## config.mk

```make
export PLATFORM = sky130hd
export DESIGN_NAME = mc_ctrl
export DESIGN_NICKNAME = d
export VERILOG_FILES = /design/src/rtl/mc_ctrl.sv
export SDC_FILE = /design/constraint.sdc
export NUM_CORES = 1
export LEC_CHECK = 0
export BUFFER_PORTS_ARGS = -buffer_cell sky130_fd_sc_hd__buf_2
export CORE_ASPECT_RATIO = 1.25
export CORE_MARGIN = 2
export CORE_UTILIZATION = 48
export DETAILED_ROUTE_END_ITERATION = 10
export GPL_ROUTABILITY_DRIVEN = 0
export PLACE_DENSITY = 0.77
export SLEW_MARGIN = 5
export SYNTH_ARGS = -nofsm -noshare
export SYNTH_HDL_FRONTEND = slang
export SYNTH_SLANG_ARGS = --single-unit
export TNS_END_PERCENT = 1
```

## constraint.sdc

```tcl
create_clock -name clk -period 2.2 [get_ports clk]
set_input_delay 0.22 -clock clk [delete_from_list [all_inputs] [get_ports clk]]
set_output_delay 0.22 -clock clk [all_outputs]
set_load 0.01 [all_outputs]
```

## src/rtl/mc_ctrl.sv

```systemverilog
// Multi-cycle MIPS control unit: walks each instruction through IF/ID/EX/MEM/WB,
// issuing per-phase write strobes and datapath mux selects, and counts retired instructions.
module mc_ctrl #(
    parameter int MEM_LAT = 1,
    parameter int CNT_W   = 32
) (
    input  logic             clk,
    input  logic             reset,
    input  logic [5:0]       opcode,
    input  logic [5:0]       func,
    input  logic             zero,
    output logic             PCWr,
    output logic             IRWr,
    output logic [2:0]       NPCOp,
    output logic [2:0]       WDSel,
    output logic             RFWr,
    output logic [2:0]       WRA3Sel,
    output logic [2:0]       ALUOp,
    output logic             BSel,
    output logic             EXTOp,
    output logic             DMWr,
    output logic [2:0]       state,
    output logic [CNT_W-1:0] instr_cnt,
    output logic             illegal
);

    typedef enum logic [2:0] {
        S_IF  = 3'd0,
        S_ID  = 3'd1,
        S_EX  = 3'd2,
        S_MEM = 3'd3,
        S_WB  = 3'd4
    } state_t;

    localparam logic [3:0] WLAST = 4'(MEM_LAT - 1);

    state_t           state_q, state_d;
    logic [3:0]       wcnt_q, wcnt_d;
    logic [CNT_W-1:0] cnt_q;
    logic             retire;

    logic pcwr_c, irwr_c, rfwr_c, dmwr_c, illegal_c;
    logic [2:0] npc_c, wdsel_c, wra3_c, alu_c;
    logic bsel_c, ext_c;

    logic is_special, is_add, is_sub, is_sll, is_jr, is_jalr;
    logic is_ori, is_lw, is_sw, is_beq, is_lui, is_j, is_jal;
    logic is_jump, is_legal;

    always_comb begin
        is_special = (opcode == 6'b000000);
        is_add     = is_special && (func == 6'b100000);
        is_sub     = is_special && (func == 6'b100010);
        is_sll     = is_special && (func == 6'b000000);
        is_jr      = is_special && (func == 6'b001000);
        is_jalr    = is_special && (func == 6'b001001);
        is_ori     = (opcode == 6'b001101);
        is_lw      = (opcode == 6'b100011);
        is_sw      = (opcode == 6'b101011);
        is_beq     = (opcode == 6'b000100);
        is_lui     = (opcode == 6'b001111);
        is_j       = (opcode == 6'b000010);
        is_jal     = (opcode == 6'b000011);
        is_jump    = is_j | is_jal | is_jr | is_jalr;
        is_legal   = is_jump | is_add | is_sub | is_sll | is_ori | is_lw | is_sw
                   | is_beq | is_lui;
    end

    always_comb begin
        state_d   = state_q;
        wcnt_d    = wcnt_q;
        retire    = 1'b0;
        pcwr_c    = 1'b0;
        irwr_c    = 1'b0;
        rfwr_c    = 1'b0;
        dmwr_c    = 1'b0;
        illegal_c = 1'b0;
        npc_c     = 3'b000;
        wdsel_c   = 3'b000;
        wra3_c    = 3'b000;
        case (state_q)
            S_IF: begin
                if (wcnt_q == WLAST) begin
                    irwr_c  = 1'b1;
                    pcwr_c  = 1'b1;
                    wcnt_d  = 4'd0;
                    state_d = S_ID;
                end else begin
                    wcnt_d = wcnt_q + 4'd1;
                end
            end
            S_ID: begin
                if (is_jump) begin
                    pcwr_c  = 1'b1;
                    npc_c   = (is_j | is_jal) ? 3'b010 : 3'b011;
                    // Link writes PC+4 into $31 (jal) or rd (jalr)
                    if (is_jal | is_jalr) begin
                        rfwr_c  = 1'b1;
                        wdsel_c = 3'b010;
                        wra3_c  = is_jal ? 3'b010 : 3'b001;
                    end
                    retire  = 1'b1;
                    state_d = S_IF;
                end else if (!is_legal) begin
                    illegal_c = 1'b1;
                    state_d   = S_IF;
                end else begin
                    state_d = S_EX;
                end
            end
            S_EX: begin
                if (is_beq) begin
                    npc_c   = 3'b001;
                    pcwr_c  = zero;
                    retire  = 1'b1;
                    state_d = S_IF;
                end else if (is_lw | is_sw) begin
                    state_d = S_MEM;
                end else begin
                    state_d = S_WB;
                end
            end
            S_MEM: begin
                if (wcnt_q == WLAST) begin
                    wcnt_d = 4'd0;
                    if (is_sw) begin
                        dmwr_c  = 1'b1;
                        retire  = 1'b1;
                        state_d = S_IF;
                    end else begin
                        state_d = S_WB;
                    end
                end else begin
                    wcnt_d = wcnt_q + 4'd1;
                end
            end
            S_WB: begin
                rfwr_c  = 1'b1;
                wra3_c  = (is_add | is_sub | is_sll) ? 3'b001 : 3'b000;
                wdsel_c = is_lw ? 3'b001 : 3'b000;
                retire  = 1'b1;
                state_d = S_IF;
            end
            default: begin
                wcnt_d  = 4'd0;
                state_d = S_IF;
            end
        endcase
    end

    // ALU operand selects stay valid from EX through WB
    always_comb begin
        alu_c  = 3'b000;
        bsel_c = 1'b0;
        ext_c  = 1'b0;
        if (state_q == S_EX || state_q == S_MEM || state_q == S_WB) begin
            if (is_sub | is_beq) alu_c = 3'b001;
            else if (is_ori)     alu_c = 3'b010;
            else if (is_lui)     alu_c = 3'b011;
            else if (is_sll)     alu_c = 3'b100;
            bsel_c = is_ori | is_lui | is_lw | is_sw;
            ext_c  = is_lw | is_sw;
        end
    end

    always_ff @(posedge clk) begin
        if (reset) begin
            state_q <= S_IF;
            wcnt_q  <= 4'd0;
            cnt_q   <= '0;
        end else begin
            state_q <= state_d;
            wcnt_q  <= wcnt_d;
            if (retire) cnt_q <= cnt_q + 1'b1;
        end
    end

    assign PCWr      = pcwr_c & ~reset;
    assign IRWr      = irwr_c & ~reset;
    assign RFWr      = rfwr_c & ~reset;
    assign DMWr      = dmwr_c & ~reset;
    assign illegal   = illegal_c & ~reset;
    assign NPCOp     = npc_c;
    assign WDSel     = wdsel_c;
    assign WRA3Sel   = wra3_c;
    assign ALUOp     = alu_c;
    assign BSel      = bsel_c;
    assign EXTOp     = ext_c;
    assign state     = state_q;
    assign instr_cnt = cnt_q;

endmodule

```

* Yosys cells after proc, flatten, opt, wreduce, memory -nomap -nowiden *
Cells that the tools add are included.
W data, S select, Z words.

word-level totals
  output and inout bits = 54
  input port bits = 15
  register bits after elaboration = 39
  word-level logic and storage cells = 107

cells by class
  bitwise operators = 25
  add/subtract/negate cells = 2
  muxes and demuxes = 46
  equal/unequal tests = 17
  reductions and logical operators = 14

operator list
  cell                     number
  $add A32 B1 Y32 const B  1
  $mux W3                  10
  $eq A6 B4 Y1 const B     4
  $eq A6 B6 Y1 const B     4
  $mux W1                  19
  $or A1 B1 Y1             19
  $mux W2                  8
  $eq A6 B2 Y1 const B     2
  $logic_not A6 Y1         2
  $pmux W2 S2              3
  $pmux W3 S4              1
  $pmux W4 S2              1
  $eq A3 B2 Y1 const B     2
  $eq A6 B3 Y1 const B     1
  $and A1 B1 Y1            5
  $logic_and A1 B1 Y1      5
  $add A4 B1 Y4 const B    1
  $logic_not A4 Y1         1
  $mux W4                  1
  $ne A2 B2 Y1 const B     2
  $pmux W1 S4              1
  $eq A3 B1 Y1 const B     1
  $eq A3 B3 Y1 const B     1
  $logic_not A3 Y1         1
  other kinds (7)          8

* Longest topological paths before layout *
  depth after elaboration = 16
  depth in mapped cells = 9
  gate-level depth less buffers = 7

* Worst setup path before layout *
OpenSTA, ideal clock, no wires.

  path kind = register to register
  from = register state_q[2] (netlist: state[2])
  to = register cnt_q[29] (netlist: instr_cnt[29])
  data required time = 2.079 ns
  stages on the path, launching flop included = 9
  slack = -0.240 ns
  arrival time = 2.319 ns
  library setup time = 0.121 ns
  period minus slack after synthesis = 2.440 ns
  buffers on the path = 3
  path through = dfxtp_1 > buf_2 > or3b_2 > or4_1 > o311a_1 > buf_2 > buf_2 > a21oi_1 > mux2_2

on the way
  longest elaborated chain between the ends = 2
  elaborated cells on any way between the ends = 5
  classes of those cells = eq/ne (4); mux (1)

ends and longest elaborated chain
  element                                     RTL line  source
  from (decl)                                 37        state_t state_q, state_d;
  from (signal assigned)                      172       state_q <= state_d;
  $eq A3 B3 Y1, or another cell as far along  81        case (state_q)
  $pmux W1 S4 (*)                             81
  to (signal assigned)                        174       if (retire) cnt_q <= cnt_q + 1'b1;
  to (decl)                                   39        logic [CNT_W-1:0] cnt_q;

Mark *: on every way between the ends. The rest lies on a longest branch, timed or not.
A chain may end at the register's enable or synchronous reset.

* Worst setup path in the final report *
  from = register state_q[2] (netlist: state[2])
  to = register cnt_q[31] (netlist: instr_cnt[31])

The elaborated chain is that of the path after synthesis.

==> impl_metrics.json <==
{
  "rows": 29,
  "synth_cells": 339,
  "rsz0062_at_grt": "true",
  "use_met1_pct": 25.3,
  "crit_start": "state[2]",
  "cts_tree": "built",
  "clk_latency_ns": 0.29,
  "ys_ff_latch": 39,
  "max-cap-violations": 0,
  "yosysMostFrequentCell": "nor2_1",
  "fmax_mhz": 448,
  "synth-seq-area-share_pct": 30.1,
  "die_area_um2": 6010,
  "detail_route.wl_per_cell_um": 14.3,
  "p_int_uw": 1190,
  "die_w_um": 69.7,
  "drt_pass1_iterations": 4,
  "dpl_cell_area_um2": 3190,
  "hold_buffers": 0,
  "slew_viol_final": 0,
  "h-tree-depth": 2,
  "crit_slowest_cell": "or3b_2",
  "die_h_um": 86.1,
  "cts_num_sinks": 39,
  "critPathCapture": "instr_cnt[31]",
  "fin_area_um2": 3460,
  "rr_startpoint": "state[2]",
  "hold_violations": 0,
  "synth_area_um2": 2590,
  "synth_commonest_cells": "nor2_1, dfxtp_1, a21oi_1",
  "power_frac_clock_pct": 27.6,
  "io_pins": 69,
  "avgSynthCellArea_um2": 7.64,
  "synth_edf_count": 0,
  "violations": "setup timing",
  "grt_pass1_wl_um": 10700,
  "cts.clk_slew.worst_paths_ns": 0.08,
  "yosys.area.top_type_share_pct": 30.1,
  "grt_usage_pct": 21.6,
  "synth_ff_type": "dfxtp_1",
  "synth.area.top_cells": "dfxtp_1, mux2_2, nor2b_1",
  "layout.nets": 446,
  "period_minus_slack_ns": 2.23,
  "path_cells": "or3b_2, or4_4, o311a_4, buf_12, a211oi_2, mux2_4",
  "critical_path_class": "flip-flop to flip-flop",
  "grt.busiest_layer": "met2",
  "wirelength_um": 7020,
  "hpwlAfterDp_um": 4770,
  "worstPathRequired_ns": 2.38,
  "crit_arrival_ns": 2.41,
  "cts_buffers": 5,
  "p_sw_uw": 534,
  "r2r-end": "instr_cnt[31]",
  "drt_iter0_drc": 180,
  "cts_buffer_depth": 2,
  "setup_viol": 1,
  "p_comb_share_pct": 29.1,
  "cp_num_buf_inv": 1,
  "grt_antenna_before_repair": 0,
  "cpPeakStageDelay_ns": 0.47,
  "crit_fanout": 19,
  "r2r_slack_ns": -0.03,
  "grt_overflow": 0,
  "cts_root_buffer": "clkbuf_8",
  "drtAntennaViolNets": 0,
  "start_kind": "flip-flop",
  "yosys.area.top_type": "dfxtp_1",
  "pre_cts_slack_ns": -0.192,
  "drc_errors": 0,
  "grt_use_met2_pct": 40.6,
  "grt_max_degree": 66,
  "async_flop_share_pct": 0,
  "grt_pass1_vias": 2460,
  "n_antenna_cell": 0,
  "portBuffers": 65,
  "ff2ff_path_depth": 6,
  "pwr_density_cell_nw_per_um2": 496,
  "p_sw_share_pct": 31.0,
  "fin_ws_ns": -0.0304,
  "critPathCaptureType": "flip-flop",
  "outcome": "finished, violations left",
  "finalCritPeriodShare_pct": 101,
  "hold_path.class": "input pin to flip-flop",
  "routed_via_density": 5.76,
  "use_met3_pct": 3.76,
  "nFillCells": 437,
  "via_count": 2827,
  "core-area_um2": 5150,
  "path_delay_family": "simple AND/OR/NAND/NOR gates",
  "leakagePower_uw": 0.00151,
  "synthDistinctLibCells": 48,
  "seqPwrFrac_pct": 43.4,
  "fin_skew_ns": 0.00532,
  "ir_drop_v": 0.000310,
  "worst-path-stages": 6,
  "drive_above_1_share_pct": 40.6,
  "syn2layout_area_growth_pct": 33.7,
  "synth_warnings": 0,
  "start_util_pct": 50.3
}
[final cells by class]
cell class                 instances  area [um2]  share of cell area [%]
tap                               62        77.6                    2.24
clock buffer                       6        72.6                    2.10
timing repair buffer             103         698                    20.2
sequential                        39         785                    22.7
inverter                          10        45.0                    1.30
multi-input combinational        269        1770                    51.2
clock inverter                     2        12.5                   0.361
[routing by layer]
layer | share of wire, % | wire, um
met3 | 4.7 | 328
met4 | 1.4 | 98
met5 | 0 | 0
met1 | 40 | 2790
met2 | 54 | 3800
[how the worst min path moves through the flow]
stage	end	from	slack [ns]	depth (start not counted)
finish	state[2]	reset	0.31	3
global route	state[2]	reset	0.32	3
CTS	state[2]	reset	0.30	3
detailed placement	wcnt_q[3]	wcnt_q[3]	0.52	2
global placement	wcnt_q[3]	wcnt_q[3]	0.50	2
floorplan	state[2]	reset	0.40	2
[repair_timing]
action / CTS / global route
resized for setup: 12 / 18
pin swaps: 5 / 3
setup buffers: 0 / 6
hold endpoints to repair: 0 / 0
endpoints found under the setup margin: 32 / 28
cloned: 0 / 1
[registers in the layout (all words and copies together), names as in the netlist]
name       flops
wcnt_q         4
state          3
instr_cnt     32
[kinds of logic after synthesis]
| kind of cell | synth area share [%] |
|---|---|
| other cells | 0.145 |
| xor+xnor | 1.35 |
| fa+ha+maj | 1.45 |
| buf+inv | 5.84 |
| compound gates | 13.8 |
| mux | 13.0 |
| flops | 30.1 |
| simple gates | 34.2 |
[power groups by stage]
| stage | combinational, uW | clock [uW] | sequential (uW) |
|---|---|---|---|
| after global placement | 443 | 0 | 760 |
| final | 500 | 474 | 746 |
| after floorplan | 295 | 0 | 770 |
| after CTS | 472 | 489 | 745 |
| after detailed placement | 453 | 0 | 761 |
| after global routing | 557 | 520 | 750 |
[layout by cell type, fill, tap and decap left out, types with 2 or more instances in the layout]
cell      netlist  routed
a21oi_1        34      20
a21oi_2         0      14
a31oi_1         2       2
and2_1          4       3
and3_1          7       7
buf_12          0       3
buf_2           7      64
buf_4           3      28
buf_6           1       6
clkbuf_8        0       5
conb_1          1       3
dfxtp_1        39      36
dfxtp_2         0       3
ha_1            3       3
inv_1           9       9
mux2_2         28      28
nand2_1        12      12
nand2b_1        5       4
nand3_1        15      15
nand4_1        16      16
nor2_1         49      49
nor2b_1        30      30
nor3_1         11      10
nor4_1          3       3
o21a_1          2       2
o21ai_0        10       8
o21ai_2         0       2
o32ai_1         2       2
or2_2           3       3
or3_1           2       2
or4_1           3       2
or4_4           1       2
xnor2_1         2       2
xor2_1          2       2
[per-stage QoR]
step | setup TNS, ns | std cells | total power (uW) | hold slack, ns | utilization [%]
global route | -0.706 | 491 | 1830 | 0.319 | 67.2
CTS | -0.0304 | 484 | 1710 | 0.300 | 64.7
finish | -0.0304 | 491 | 1720 | 0.306 | 67.2
global placement | -3.91 | 476 | 1200 | 0.496 | 62.0
floorplan | -2.02 | 341 | 1060 | 0.399 | -
detailed placement | -4.82 | 476 | 1210 | 0.521 | 62.0
[worst register-to-register path, stage by stage, from the launching register on]
cell      delay (ns)
dfxtp_2         0.32
or3b_2          0.47
or4_4           0.44
o311a_4         0.16
buf_12          0.17
a211oi_2        0.24
mux2_4          0.33
(Power assumes the default switching activity.)
